[src/rtl/fp_minmax_reduce.sv]
// Streaming FP32 min/max reduction with RISC-V FMIN.S/FMAX.S NaN and signed-zero semantics.
// One registered {min, max, count, nv} result per in_last-terminated vector.
module fp_minmax_reduce #(
    parameter int XLEN  = 32,
    parameter int CNT_W = 16
) (
    input  logic             clk,
    input  logic             rst_n,
    input  logic             in_valid,
    output logic             in_ready,
    input  logic [XLEN-1:0]  in_data,
    input  logic             in_last,
    output logic             out_valid,
    input  logic             out_ready,
    output logic [XLEN-1:0]  out_min,
    output logic [XLEN-1:0]  out_max,
    output logic [CNT_W-1:0] out_count,
    output logic             out_nv
);

    typedef enum logic [1:0] {
        IDLE,
        ACCUM,
        DONE
    } state_e;

    localparam logic [XLEN-1:0] CANON_NAN = 32'h7FC00000;

    state_e           state_q, state_d;
    logic [XLEN-1:0]  min_q, min_d;
    logic [XLEN-1:0]  max_q, max_d;
    logic [CNT_W-1:0] count_q, count_d;
    logic             nv_q, nv_d;
    logic             accept;

    function automatic logic is_nan(input logic [XLEN-1:0] x);
        return (x[30:23] == 8'hFF) && (x[22:0] != '0);
    endfunction

    function automatic logic is_snan(input logic [XLEN-1:0] x);
        return is_nan(x) && !x[22];
    endfunction

    function automatic logic [XLEN-1:0] canon(input logic [XLEN-1:0] x);
        return is_nan(x) ? CANON_NAN : x;
    endfunction

    // Monotonic unsigned key: -0 sorts below +0, infinities at the ends.
    function automatic logic [XLEN-1:0] order_key(input logic [XLEN-1:0] x);
        return x[31] ? ~x : (x | 32'h80000000);
    endfunction

    // a is the stored value; on equal keys it is retained.
    function automatic logic [XLEN-1:0] fmin(input logic [XLEN-1:0] a,
                                             input logic [XLEN-1:0] b);
        logic a_nan;
        logic b_nan;
        a_nan = is_nan(a);
        b_nan = is_nan(b);
        if (a_nan && b_nan) begin
            return CANON_NAN;
        end else if (a_nan) begin
            return b;
        end else if (b_nan) begin
            return a;
        end else begin
            return (order_key(b) < order_key(a)) ? b : a;
        end
    endfunction

    function automatic logic [XLEN-1:0] fmax(input logic [XLEN-1:0] a,
                                             input logic [XLEN-1:0] b);
        logic a_nan;
        logic b_nan;
        a_nan = is_nan(a);
        b_nan = is_nan(b);
        if (a_nan && b_nan) begin
            return CANON_NAN;
        end else if (a_nan) begin
            return b;
        end else if (b_nan) begin
            return a;
        end else begin
            return (order_key(b) > order_key(a)) ? b : a;
        end
    endfunction

    assign in_ready  = (state_q != DONE);
    assign out_valid = (state_q == DONE);
    assign out_min   = min_q;
    assign out_max   = max_q;
    assign out_count = count_q;
    assign out_nv    = nv_q;
    assign accept    = in_valid && in_ready;

    always_comb begin
        state_d = state_q;
        min_d   = min_q;
        max_d   = max_q;
        count_d = count_q;
        nv_d    = nv_q;
        case (state_q)
            IDLE: begin
                if (accept) begin
                    min_d   = canon(in_data);
                    max_d   = canon(in_data);
                    count_d = CNT_W'(1);
                    nv_d    = is_snan(in_data);
                    state_d = in_last ? DONE : ACCUM;
                end
            end
            ACCUM: begin
                if (accept) begin
                    min_d   = fmin(min_q, in_data);
                    max_d   = fmax(max_q, in_data);
                    count_d = (count_q == '1) ? count_q : count_q + CNT_W'(1);
                    nv_d    = nv_q | is_snan(in_data);
                    if (in_last) begin
                        state_d = DONE;
                    end
                end
            end
            DONE: begin
                // Results stay on the outputs after leaving DONE until the next first accept.
                if (out_ready) begin
                    state_d = IDLE;
                end
            end
            default: state_d = IDLE;
        endcase
    end

    always_ff @(posedge clk or negedge rst_n) begin
        if (!rst_n) begin
            state_q <= IDLE;
            min_q   <= '0;
            max_q   <= '0;
            count_q <= '0;
            nv_q    <= 1'b0;
        end else begin
            state_q <= state_d;
            min_q   <= min_d;
            max_q   <= max_d;
            count_q <= count_d;
            nv_q    <= nv_d;
        end
    end

endmodule
[config.mk]
export PLATFORM = sky130hd
export DESIGN_NAME = fp_minmax_reduce
export DESIGN_NICKNAME = d
export VERILOG_FILES = /design/src/rtl/fp_minmax_reduce.sv
export SDC_FILE = /design/constraint.sdc
export NUM_CORES = 1
export LEC_CHECK = 0
export CORE_UTILIZATION = 45
export DETAILED_ROUTE_END_ITERATION = 10
export GPL_ROUTABILITY_DRIVEN = 1
export PLACE_DENSITY = 0.74
export SLEW_MARGIN = 15
export SYNTH_ARGS = -nofsm -noshare
export SYNTH_HDL_FRONTEND = slang
export SYNTH_SLANG_ARGS = --single-unit
[constraint.sdc]
create_clock -name clk -period 2.9 [get_ports clk]
set_clock_uncertainty 0.1 [all_clocks]
set_input_delay 0.725 -clock clk [delete_from_list [all_inputs] [get_ports clk]]
set_output_delay 0.725 -clock clk [all_outputs]
set_load 0.02 [all_outputs]
==> results.json <==
{
  "status": "complete, but fails checks",
  "violations": "negative setup slack",
  "worst_pin_slew_ns": 0.573,
  "io_buffers": 119,
  "post-route-util_pct": 73.1,
  "numCtsBuffers": 9,
  "ctsHtreeMaxLevel": 3,
  "clock-root-buffer": "clkbuf_16",
  "die_h_um": 117,
  "grt_max_degree": 49,
  "fin_crit_ns": 3.25,
  "rows": 41,
  "drv_slew": 0,
  "yosys-top-cells-count": "dfrtp_1 (83), xnor2_1 (68), ha_1 (64), nand2_1 (47), xor2_1 (39)",
  "vias": 5743,
  "maxCapViolCount": 0,
  "clock-sinks": 83,
  "cp-start-kind": "input pin",
  "muxShareOfSynthArea_pct": 7.93,
  "worst_setup_path_end_kind": "flip-flop",
  "final_nets": 929,
  "yosysUniqueCellTypes": 45,
  "clock_path_buffers": 2,
  "slew-limit-headroom_pct": 61.5,
  "antenna_found_initial": 0,
  "synth-seq-cells": 83,
  "cp_data_arrival_time_ns": 3.39,
  "worstPathRequired_ns": 3.03,
  "synth_top_cell_by_area": "dfrtp_1",
  "syn_avg_cell_area_um2": 10.0,
  "pre_cts_slack_ns": -0.951,
  "finalCritPeriodShare_pct": 112,
  "critPathMaxFanout": 8,
  "fin_area_um2": 9310,
  "drt_iter0_drc": 394,
  "place_area_um2": 8130,
  "crit_slowest_cell": "nor4_4",
  "dieArea_um2": 13700,
  "synth_cells": 593,
  "slowest_delay_ns": 0.44,
  "critical_path.cell_chain": "buf_12 > buf_16 > xor2_4 > ha_4 > nand4_1 > nor4_4 > buf_4 > nand2_2 > o22ai_2 > a21oi_2 > buf_4 > a22o_4 > mux2_4",
  "syn_area_um2": 5930,
  "worstHoldPathType": "input pin to asynchronous set/reset pin",
  "postCtsHoldBufs": 0,
  "grt_pass1_vias": 6101,
  "design.core.area_um2": 12700,
  "power_density_nw_per_um2": 1170,
  "synth.area.top_cells": "dfrtp_1 (35%), ha_1 (13%), xnor2_1 (10%)",
  "yosysWarnings": 0,
  "fmax_mhz": 308,
  "synth-edff-count": 0,
  "synth_top_family_by_area": "XOR/XNOR gates",
  "async_flop_share_pct": 100,
  "grt_pass1_wl_um": 31200,
  "synth_compound_area_share_pct": 9.95,
  "insertion_delay_ns": 0.36,
  "drt_wl_total_um": 20600,
  "ys.flop_type": "dfrtp_1",
  "first_pass_iters": 5,
  "num_antenna_cells": 0,
  "grt_use_total_pct": 30.5,
  "post-route-drc-count": 0,
  "critPathMostFrequentCell": "buf_4",
  "p_total_mw": 10.9,
  "cts_tree": "built",
  "gp_congestion": 0.930,
  "rsz0062_at_grt": "yes",
  "fin_ws_ns": -0.351,
  "clk_pin_slew_ns": 0.06,
  "drtAntennaViolNets": 0,
  "dp_hpwl_um": 13700,
  "io-pin-count": 120,
  "vias_per_cell": 5.71,
  "finalHoldViolations": 0,
  "layout-drive-gt1-share_pct": 29.8,
  "grt-ovfl-total": 0,
  "synth_xor_area_share_pct": 15.8,
  "wire_per_inst_um": 20.5,
  "peakVddDrop_mv": 0.657,
  "mappedNetlistNets": 694,
  "yosysMostFrequentCell": "dfrtp_1",
  "synth_top_area_share_pct": 35.0,
  "yosysSeqAreaShare_pct": 35.0,
  "areaGrowthSynthToFinish_pct": 56.8,
  "finalSetupViolations": 64,
  "crit_type": "input pin to flip-flop",
  "initial_core_util_pct": 46.6,
  "leakage_nw": 4.17,
  "die_w_um": 117,
  "synth_simple_gate_area_share_pct": 13.5,
  "synthAdderAreaFrac_pct": 13.5
}
-- stage by stage --
stage / hold WS [ns] / TNS, ns / std cells
global placement: 0.421 / -51.10 / 960
CTS: 0.258 / -6.46 / 998
floorplan: 0.329 / -12.20 / 593
detailed placement: 0.431 / -54.81 / 960
finish: 0.240 / -14.94 / 1005
global route: 0.280 / -19.15 / 1005
-- sequential cells by signal, indices dropped and copies added, names as in the netlist --
register and count:
out_min 32, out_count 16, state_q 2, out_nv 1, out_max 32
-- worst max-delay path: cells and delay by family --
kind,cells,cell delay [ns]
AO/OA/AOI/OAI,3,0.53
AND/OR/NAND/NOR,3,0.73
adder cells (fa/ha/maj),1,0.29
XOR/XNOR,1,0.17
buffers and inverters,4,0.62
multiplexers,1,0.31
-- routing by layer --
metal	up-vias	global-route usage, %	part of all wire, %
li1	2567	-	-
met4	0	16.4	3.8
met1	2857	37.3	39
met3	59	4.84	6.3
met2	260	52.0	51
met5	-	0	0
-- layout make-up --
type | count | area [µm²]
clock buffer | 11 | 253
clock inverter | 5 | 37.5
fill | 864 | 3420
inverter | 29 | 109
multi-input combinational | 457 | 4290
sequential | 83 | 2080
tap | 172 | 215
timing repair buffer | 248 | 2320
-- placed cells by master, fill, tap and decap left out, types with 10 or more instances in the layout --
cell type	count
buf_4	111
clkdlybuf4s50_1	87
dfrtp_1	83
xnor2_1	63
ha_1	54
nand2_1	46
nor2_1	30
inv_1	29
nand4_1	25
mux2i_1	23
a22o_1	23
a21oi_1	21
xor2_2	20
dlygate4sd2_1	18
mux2_4	16
nand3_1	12
xor2_1	11
nor4_1	11
ha_4	10
clkbuf_16	10
-- power breakdown --
part	total [mW]	switching [mW]	internal [mW]
registers	2.25	0.636	1.62
logic	7.52	3.66	3.85
clock network	1.14	0.516	0.629
total	10.9	4.82	6.10
-- worst paths after layout --
kind | from | to | slack (ns) | depth (start not counted)
setup / recovery | in_data[31] | out_min[27] | -0.35 | 13
hold / removal | rst_n | out_max[17] | 0.24 | 1
setup reg to reg | out_min[31] | out_min[27] | -0.32 | 12
hold reg to reg | state_q[1] | state_q[0] | 0.45 | 1
max in group asynchronous | rst_n | out_count[15] | 1.82 | 2
min in group clk | state_q[1] | state_q[0] | 0.45 | 1
-- cells by family after synthesis --
| logic type | count (synthesis) |
|---|---|
| xor+xnor | 107 |
| buf+inv | 54 |
| mux | 42 |
| compound gates | 85 |
| simple gates | 158 |
| flops | 83 |
| fa+ha+maj | 64 |
-- repair_timing --
action	CTS	global route
pin swaps	41	18
buffers inserted	20	7
gates resized for setup	100	43
endpoints found under the hold margin	0	0
cloned	3	1
endpoints found under the setup margin	64	64
(Power assumes the default switching activity.)
